==> config.mk <==
export PLATFORM = sky130hd
export DESIGN_NAME = pipe_ctrl
export DESIGN_NICKNAME = d
export VERILOG_FILES = /design/src/rtl/pipe_pkg.sv /design/src/rtl/pipe_perf_cnt.sv /design/src/rtl/pipe_ctrl.sv
export SDC_FILE = /design/constraint.sdc
export NUM_CORES = 1
export LEC_CHECK = 0
export ABC_AREA = 0
export ABC_CLOCK_PERIOD_IN_PS = 1800
export CELL_PAD_IN_SITES_DETAIL_PLACEMENT = 1
export CELL_PAD_IN_SITES_GLOBAL_PLACEMENT = 1
export CORE_AREA = 2 2 89 91
export DETAILED_ROUTE_END_ITERATION = 16
export DIE_AREA = 0 0 91 93
export GPL_TIMING_DRIVEN = 0
export PLACE_DENSITY = 0.82
export REMOVE_ABC_BUFFERS = 1
export SYNTH_ARGS = -nofsm -noshare
export SYNTH_HDL_FRONTEND = slang
export SYNTH_SLANG_ARGS = --single-unit
==> constraint.sdc <==
create_clock -name clk_in -period 1.8 [get_ports clk_in]
set_input_delay 0.18 -clock clk_in [delete_from_list [all_inputs] [get_ports clk_in]]
set_output_delay 0.18 -clock clk_in [all_outputs]
set_load 0.05 [all_outputs]
==> src/rtl/pipe_pkg.sv <==
// Shared types and constants for the pipeline stall/flush scheduler.
package pipe_pkg;

  typedef enum logic [0:0] {
    RUN      = 1'b0,
    MEM_WAIT = 1'b1
  } state_e;

  localparam logic [31:0] NOP_PC     = 32'h0000_0000;
  localparam logic [31:0] NOP_INS    = 32'h0000_0013;
  localparam logic        ChipStall  = 1'b1;
  localparam logic        StageClear = 1'b1;

endpackage

==> src/rtl/pipe_perf_cnt.sv <==
// Stall-cycle and flush-cycle performance counters for pipe_ctrl.
// Present only when PIPE_CTRL_PERF_EN is defined.
`ifdef PIPE_CTRL_PERF_EN
module pipe_perf_cnt (
  input  logic        i_clk,
  input  logic        i_rst_n,
  input  logic        i_rdy,
  input  logic        i_stall_pc,
  input  logic        i_redirect_valid,
  output logic [31:0] o_stall_cnt,
  output logic [31:0] o_flush_cnt
);

  logic [31:0] r_stall_cnt;
  logic [31:0] r_flush_cnt;

  // Free-running wrap-around event counters
  always_ff @(posedge i_clk or negedge i_rst_n) begin
    if (!i_rst_n) begin
      r_stall_cnt <= 32'd0;
      r_flush_cnt <= 32'd0;
    end else begin
      if (i_stall_pc && i_rdy) begin
        r_stall_cnt <= r_stall_cnt + 32'd1;
      end else begin
        r_stall_cnt <= r_stall_cnt;
      end
      if (i_redirect_valid) begin
        r_flush_cnt <= r_flush_cnt + 32'd1;
      end else begin
        r_flush_cnt <= r_flush_cnt;
      end
    end
  end

  assign o_stall_cnt = r_stall_cnt;
  assign o_flush_cnt = r_flush_cnt;

endmodule
`endif

==> src/rtl/pipe_ctrl.sv <==
// Central stall/flush scheduler for the 5-stage pipeline.
// Optional performance counters enabled by PIPE_CTRL_PERF_EN.
module pipe_ctrl
  import pipe_pkg::*;
#(
  parameter int STALL_TIMEOUT = 1024,
  parameter int ADDR_W        = 32
) (
  input  logic              clk_in,
  input  logic              rst_in,
  input  logic              rdy_in,
  input  logic              if_busy,
  input  logic              mem_busy,
  input  logic              id_load_use,
  input  logic              ex_redirect,
  input  logic [ADDR_W-1:0] ex_redirect_pc,
  output logic              stall_pc,
  output logic              stall_if_id,
  output logic              stall_id_ex,
  output logic              stall_ex_mem,
  output logic              stall_mem_wb,
  output logic              clear_if_id,
  output logic              clear_id_ex,
  output logic              clear_ex_mem,
  output logic              pc_redirect_valid,
  output logic [ADDR_W-1:0] pc_redirect,
  output logic              timeout_out
`ifdef PIPE_CTRL_PERF_EN
  ,
  output logic [31:0]       perf_stall_cnt,
  output logic [31:0]       perf_flush_cnt
`endif
);

  localparam int CNT_W = $clog2(STALL_TIMEOUT + 1);
  localparam logic [CNT_W-1:0] TMO    = CNT_W'(STALL_TIMEOUT);
  localparam logic [CNT_W-1:0] TMO_M1 = CNT_W'(STALL_TIMEOUT - 1);

  state_e              r_state;
  state_e              w_next_state;
  logic                r_pend_valid;
  logic [ADDR_W-1:0]   r_pend_pc;
  logic [CNT_W-1:0]    r_wait_cnt;
  logic                r_timeout;
  logic                w_redir_take;
  logic [ADDR_W-1:0]   w_redir_pc;

  // State register
  always_ff @(posedge clk_in or negedge rst_in) begin
    if (!rst_in) begin
      r_state <= RUN;
    end else begin
      r_state <= w_next_state;
    end
  end

  // Next-state: a frozen chip never changes state
  always_comb begin
    w_next_state = r_state;
    case (r_state)
      RUN: begin
        if (rdy_in && mem_busy) w_next_state = MEM_WAIT;
        else                    w_next_state = RUN;
      end
      MEM_WAIT: begin
        if (rdy_in && !mem_busy) w_next_state = RUN;
        else                     w_next_state = MEM_WAIT;
      end
      default: w_next_state = RUN;
    endcase
  end

  // Deferred redirect, wait counter and sticky timeout
  always_ff @(posedge clk_in or negedge rst_in) begin
    if (!rst_in) begin
      r_pend_valid <= 1'b0;
      r_pend_pc    <= ADDR_W'(NOP_PC);
      r_wait_cnt   <= {CNT_W{1'b0}};
      r_timeout    <= 1'b0;
    end else begin
      case (r_state)
        RUN: begin
          if (rdy_in && mem_busy) begin
            r_wait_cnt <= {CNT_W{1'b0}};
            if (ex_redirect) begin
              r_pend_valid <= 1'b1;
              r_pend_pc    <= ex_redirect_pc;
            end else begin
              r_pend_valid <= 1'b0;
            end
          end else begin
            r_pend_valid <= r_pend_valid;
          end
        end
        MEM_WAIT: begin
          if (!rdy_in) begin
            r_wait_cnt <= r_wait_cnt;
          end else if (mem_busy) begin
            if (r_wait_cnt != TMO) r_wait_cnt <= r_wait_cnt + {{(CNT_W-1){1'b0}}, 1'b1};
            else                   r_wait_cnt <= r_wait_cnt;
            if (r_wait_cnt >= TMO_M1) r_timeout <= 1'b1;
            else                      r_timeout <= r_timeout;
          end else begin
            r_wait_cnt   <= {CNT_W{1'b0}};
            r_pend_valid <= 1'b0;
          end
        end
        default: r_wait_cnt <= {CNT_W{1'b0}};
      endcase
    end
  end

  // Which redirect source is live: EX in RUN, the deferred one in MEM_WAIT
  always_comb begin
    w_redir_take = 1'b0;
    w_redir_pc   = ex_redirect_pc;
    case (r_state)
      RUN: begin
        w_redir_take = ex_redirect;
        w_redir_pc   = ex_redirect_pc;
      end
      MEM_WAIT: begin
        w_redir_take = r_pend_valid;
        w_redir_pc   = r_pend_pc;
      end
      default: w_redir_take = 1'b0;
    endcase
  end

  // Stall/clear/redirect outputs
  always_comb begin
    stall_pc          = 1'b0;
    stall_if_id       = 1'b0;
    stall_id_ex       = 1'b0;
    stall_ex_mem      = 1'b0;
    stall_mem_wb      = 1'b0;
    clear_if_id       = 1'b0;
    clear_id_ex       = 1'b0;
    clear_ex_mem      = 1'b0;
    pc_redirect_valid = 1'b0;
    pc_redirect       = {ADDR_W{1'b0}};
    if (!rst_in) begin
      clear_if_id  = StageClear;
      clear_id_ex  = StageClear;
      clear_ex_mem = StageClear;
    end else if (!rdy_in || mem_busy) begin
      stall_pc     = ChipStall;
      stall_if_id  = ChipStall;
      stall_id_ex  = ChipStall;
      stall_ex_mem = ChipStall;
      stall_mem_wb = ChipStall;
    end else if (w_redir_take) begin
      pc_redirect_valid = 1'b1;
      pc_redirect       = w_redir_pc;
      clear_if_id       = StageClear;
      clear_id_ex       = StageClear;
    end else if (id_load_use) begin
      stall_pc    = ChipStall;
      stall_if_id = ChipStall;
      clear_id_ex = StageClear;
    end else if (if_busy) begin
      stall_pc    = ChipStall;
      clear_if_id = StageClear;
    end else begin
      stall_pc = 1'b0;
    end
  end

  assign timeout_out = r_timeout;

`ifdef PIPE_CTRL_PERF_EN
  pipe_perf_cnt u_perf (
    .i_clk            (clk_in),
    .i_rst_n          (rst_in),
    .i_rdy            (rdy_in),
    .i_stall_pc       (stall_pc),
    .i_redirect_valid (pc_redirect_valid),
    .o_stall_cnt      (perf_stall_cnt),
    .o_flush_cnt      (perf_flush_cnt)
  );
`endif

endmodule

; ---- Word-level counts from Yosys, hierarchy flattened
; Index checks and enable logic that the tools add are counted.
[op_classes]
addsub = 1
magnitude_cmp = 1
n_eq_ne = 5
mux = 40
n_bitwise = 1
n_reduce_logical = 9
[op_table]
columns = operator, count
row1 = 2-to-1 mux 32 bit, 3
row2 = case mux 32 bit (2 select lines), 1
row3 = 2-to-1 mux 11 bit, 4
row4 = 2-to-1 mux 1 bit, 28
row5 = case mux 11 bit (2 select lines), 1
row6 = "adder 11 x 1 -> 11 bit, second input constant", 1
row7 = ">= comparator 11 x 10 -> 1 bit, second input constant", 1
row8 = "!= test 11 bit, second input constant", 1
row9 = AND reduction 3 bit, 3
row10 = "!= test 2 bit, second input constant", 3
row11 = case mux 1 bit (2 select lines), 3
row12 = AND reduction 4 bit, 1
row13 = "!= test 3 x 2 -> 1 bit, second input constant", 1
row14 = logical AND 1 bit, 2
row15 = zero test 1 bit, 2
row16 = logical OR 1 bit, 1
row17 = NOT 1 bit, 1
[totals]
ff_bits = 46
input_bits = 39
output_inout_bits = 42

; ---- Depth between registers and ports, before layout
[logic_depth]
word_depth = 5
depth_mapped = 6
ltp_nobuf = 5

; ---- Least setup slack after synthesis
; Ideal clock, no wire load.
[synth_timing]
path_type = register to output
start = reg (tool-made name)
end = out pc_redirect[10]
t_arrival_ns = 1.897
t_required_ns = 1.620
slack_ns = -0.277
stages_incl_launch_ff = 6
cell_sequence = dfrtp_1 > mux2i_1 > or4_1 > buf_2 > buf_6 > nor2_1
[synth_rtl]
columns = item, line_no
row1 = to (decl), pipe_ctrl.sv:26  ; output logic [ADDR_W-1:0] pc_redirect,

==> results by group <==
Timing
  • Final Max Tran Viols: 0
  • Post-layout min period: 2360 ps
  • Final setup fails: 38
  • Relative slew margins: 0.407
  • Fmax: 423 MHz
  • Tcrit/Tclk final: 1.31
  • Final hold violations: 0
  • RSZ-0062 raised after global routing: yes
  • Slew of the pin with the lowest slew margin: 886 ps
  • Final setup margin: -563 ps
  • Setup Skew: 10.4 ps

Min path
  • WHS Path Cells: 2
  • Hold crit path type: input pin to register

Floorplan
  • Initial Util: 0.339
  • Die Y: 93 um
  • Core Box Area: 7530 um^2
  • # IOs: 81
  • Die Area: 8460 um^2
  • FP Rows: 32
  • Die Wd: 91 um

Critical path
  • Critical Path End Type: output port
  • CP Class: register to output port
  • Reg-to-reg endpoint: r_wait_cnt[5]
  • Arrival time at the worst endpoint: 2180 ps
  • Critical path launch point type: register
  • Maximum fanout along the worst path: 8
  • Top delay family on crit path: simple AND/OR/NAND/NOR gates
  • R2R cell count: 6
  • Worst-path cell chain: buf_12 -> mux2i_4 -> or4_4 -> nor2_1 -> buf_4
  • Critical path capture point: pc_redirect[31]
  • Sum of buffers and inverters on the critical path: 2
  • Crit-path slowest cell: or4_4
  • Worst path required time: 1620 ps
  • CP max stage delay: 590 ps
  • R2R Setup Slk: -40 ps
  • WP depth: 5

Logic synthesis
  • Share of the yosys chip area belonging to registers: 0.451
  • Distinct cells, synth: 35
  • Ranking of synthesized cells by area: dfrtp_1, mux2_2, mux2i_1
  • Synth Register Bits: 46
  • Post-synth top area share: 0.451
  • Most frequent cell after synthesis: dfrtp_1
  • Yosys warnings: 0
  • Syn avg cell area: 10.6 um^2
  • Cells after Synth: 241
  • Post-synth EDFFs: 0
  • Post-synth top flop: dfrtp_1
  • Ys async rst share: 1.00
  • Synth cell count leaders: dfrtp_1, nor2_1, mux2_2, mux2i_1
  • Area leader, netlist: dfrtp_1
  • Post-Syn Area: 2550 um^2

Final layout
  • NumNets Final: 373
  • Final Cell Area: 4120 um^2
  • Register area: 1150 um^2
  • Area growth from synthesis to layout: 61.4%
  • Inserted Diodes: 0
  • Multi-input logic area: 1610 um^2
  • Filler instances: 788
  • Layout cells sized above 1: 0.441

CTS
  • Clk Tree Root Cell: clkbuf_8
  • CTS Buf Count: 5
  • Total clock sinks: 46
  • Clock Latency Late Sink: 300 ps
  • CTS Buffer Depth: 2
  • CTS tree: yes
  • Reg clk slew, reported paths: 80 ps
  • H-tree depth: 2

Route
  • Drt first pass iters: 4
  • Detail Route Antenna Nets: 0
  • Starting DRT DRC Count: 132
  • DRT Wirelength: 11200 um
  • Residual DRC count: 0
  • Vias/cell: 5.65
  • Routed via count: 2457
  • WL/cell: 25.7 um

Global route
  • Aggregate global routing overflow: 0
  • Total GRT Usage: 0.218
  • Vias in the first global route: 2446
  • First-pass GRT wire length: 14300 um
  • Initial antenna violation count: 0
  • Largest net degree at the start of global routing: 33

Pwr
  • Total power: 3.26 mW
  • PD cells: 792 nW/um^2
  • Worst VDD drop: 354 uV
  • Pleak: 1.78 nW

Placed design
  • Final HPWL DP: 4880 um
  • Port Buffers: 80
  • GPL Wtd Cong: 0.898
  • Post-DP Area: 3420 um^2

Run status
  • Failing checks: negative setup slack
  • Status: finished, violations left

Run
  • Max cap viols: 0
[final cells by class]
cell class	instances	area share
multi-input combinational	177	0.391
clock buffer	7	0.0185
sequential	46	0.280
timing repair buffer	96	0.267
inverter	6	0.00547
tap	102	0.0310
clock inverter	1	0.00729
[flip-flops by register name, indices dropped and copies added, names as in the netlist, named ones only]
signal	count
timeout_out	1
r_pend_valid	1
r_wait_cnt	11
r_pend_pc	32
[cell families (layout without fill, tap and decap cells)]
kind of cell	count (synthesis)	after routing	synth area share
compound gates	32	32	0.0853
buf+inv	23	110	0.0500
mux	66	66	0.275
flops	46	46	0.451
fa+ha+maj	2	2	0.00980
simple gates	72	77	0.129
[worst min-delay path by stage]
stage / startpoint / endpoint / slack (ps)
after floorplan: rst_in / asynchronous set/reset pin / -120
after global placement: timeout_out / timeout_out / 460
after detailed placement: rst_in / r_pend_pc[3] / 160
after CTS: timeout_out / timeout_out / 490
after global routing: mem_busy / r_pend_valid / 470
final: mem_busy / r_pend_valid / 470
[report_power, final]
part / switching, mW / internal, mW
clock: 0.371 / 0.417
sequential: 0.149 / 1.23
combinational: 0.589 / 0.502
total: 1.11 / 2.15
[what timing repair did]
item                       in CTS  in global routing
hold buffers                    3                  0
cloned                          5                  1
hold endpoints to repair       18                  0
buffers inserted                5                  5
setup endpoints to repair      73                 84
pin swaps                      21                 11
resized for setup             322                 46
[layer usage]
metal / part of all wire / track usage / up-vias
met4: 0.017 / 0.0492 / 0
met2: 0.52 / 0.388 / 117
li1: - / - / 1062
met1: 0.39 / 0.271 / 1265
met3: 0.069 / 0.0483 / 13
met5: 0 / 0 / -
[layout by cell type, fill, tap and decap left out, types with 3 or more instances in the layout]
cell type / instances
a31oi_1: 4
and3_1: 3
buf_12: 5
buf_4: 9
buf_6: 24
buf_8: 13
clkbuf_8: 5
clkdlybuf4s50_1: 36
dfrtp_1: 45
inv_1: 5
mux2_2: 33
mux2i_1: 32
nand2_2: 3
nand3_1: 8
nand4_1: 3
nor2_1: 10
nor2_2: 9
nor2_4: 22
o21ai_0: 9
o31ai_1: 5
or4_4: 5
[worst reg2reg max path, stage by stage (launching register included)]
cell and delay (ps):
dfrtp_4 500, buf_4 160, buf_6 170, nand2_2 260
a31oi_1 120, o21ai_0 340, o21ai_0 160
[metrics by stage]
step | TNS [ps] | instances | utilization | worst slack, ps | hold WS (ps)
CTS | -27620 | 429 | 0.515 | -444 | 493
global route | -17260 | 435 | 0.547 | -569 | 474
finish | -16060 | 435 | 0.547 | -563 | 466
floorplan | -96020 | 224 | - | -1630 | -116
global placement | -243730 | 406 | 0.448 | -3160 | 458
detailed placement | -75740 | 408 | 0.454 | -1600 | 163
Note: power is estimated with default switching activity, not from simulation.
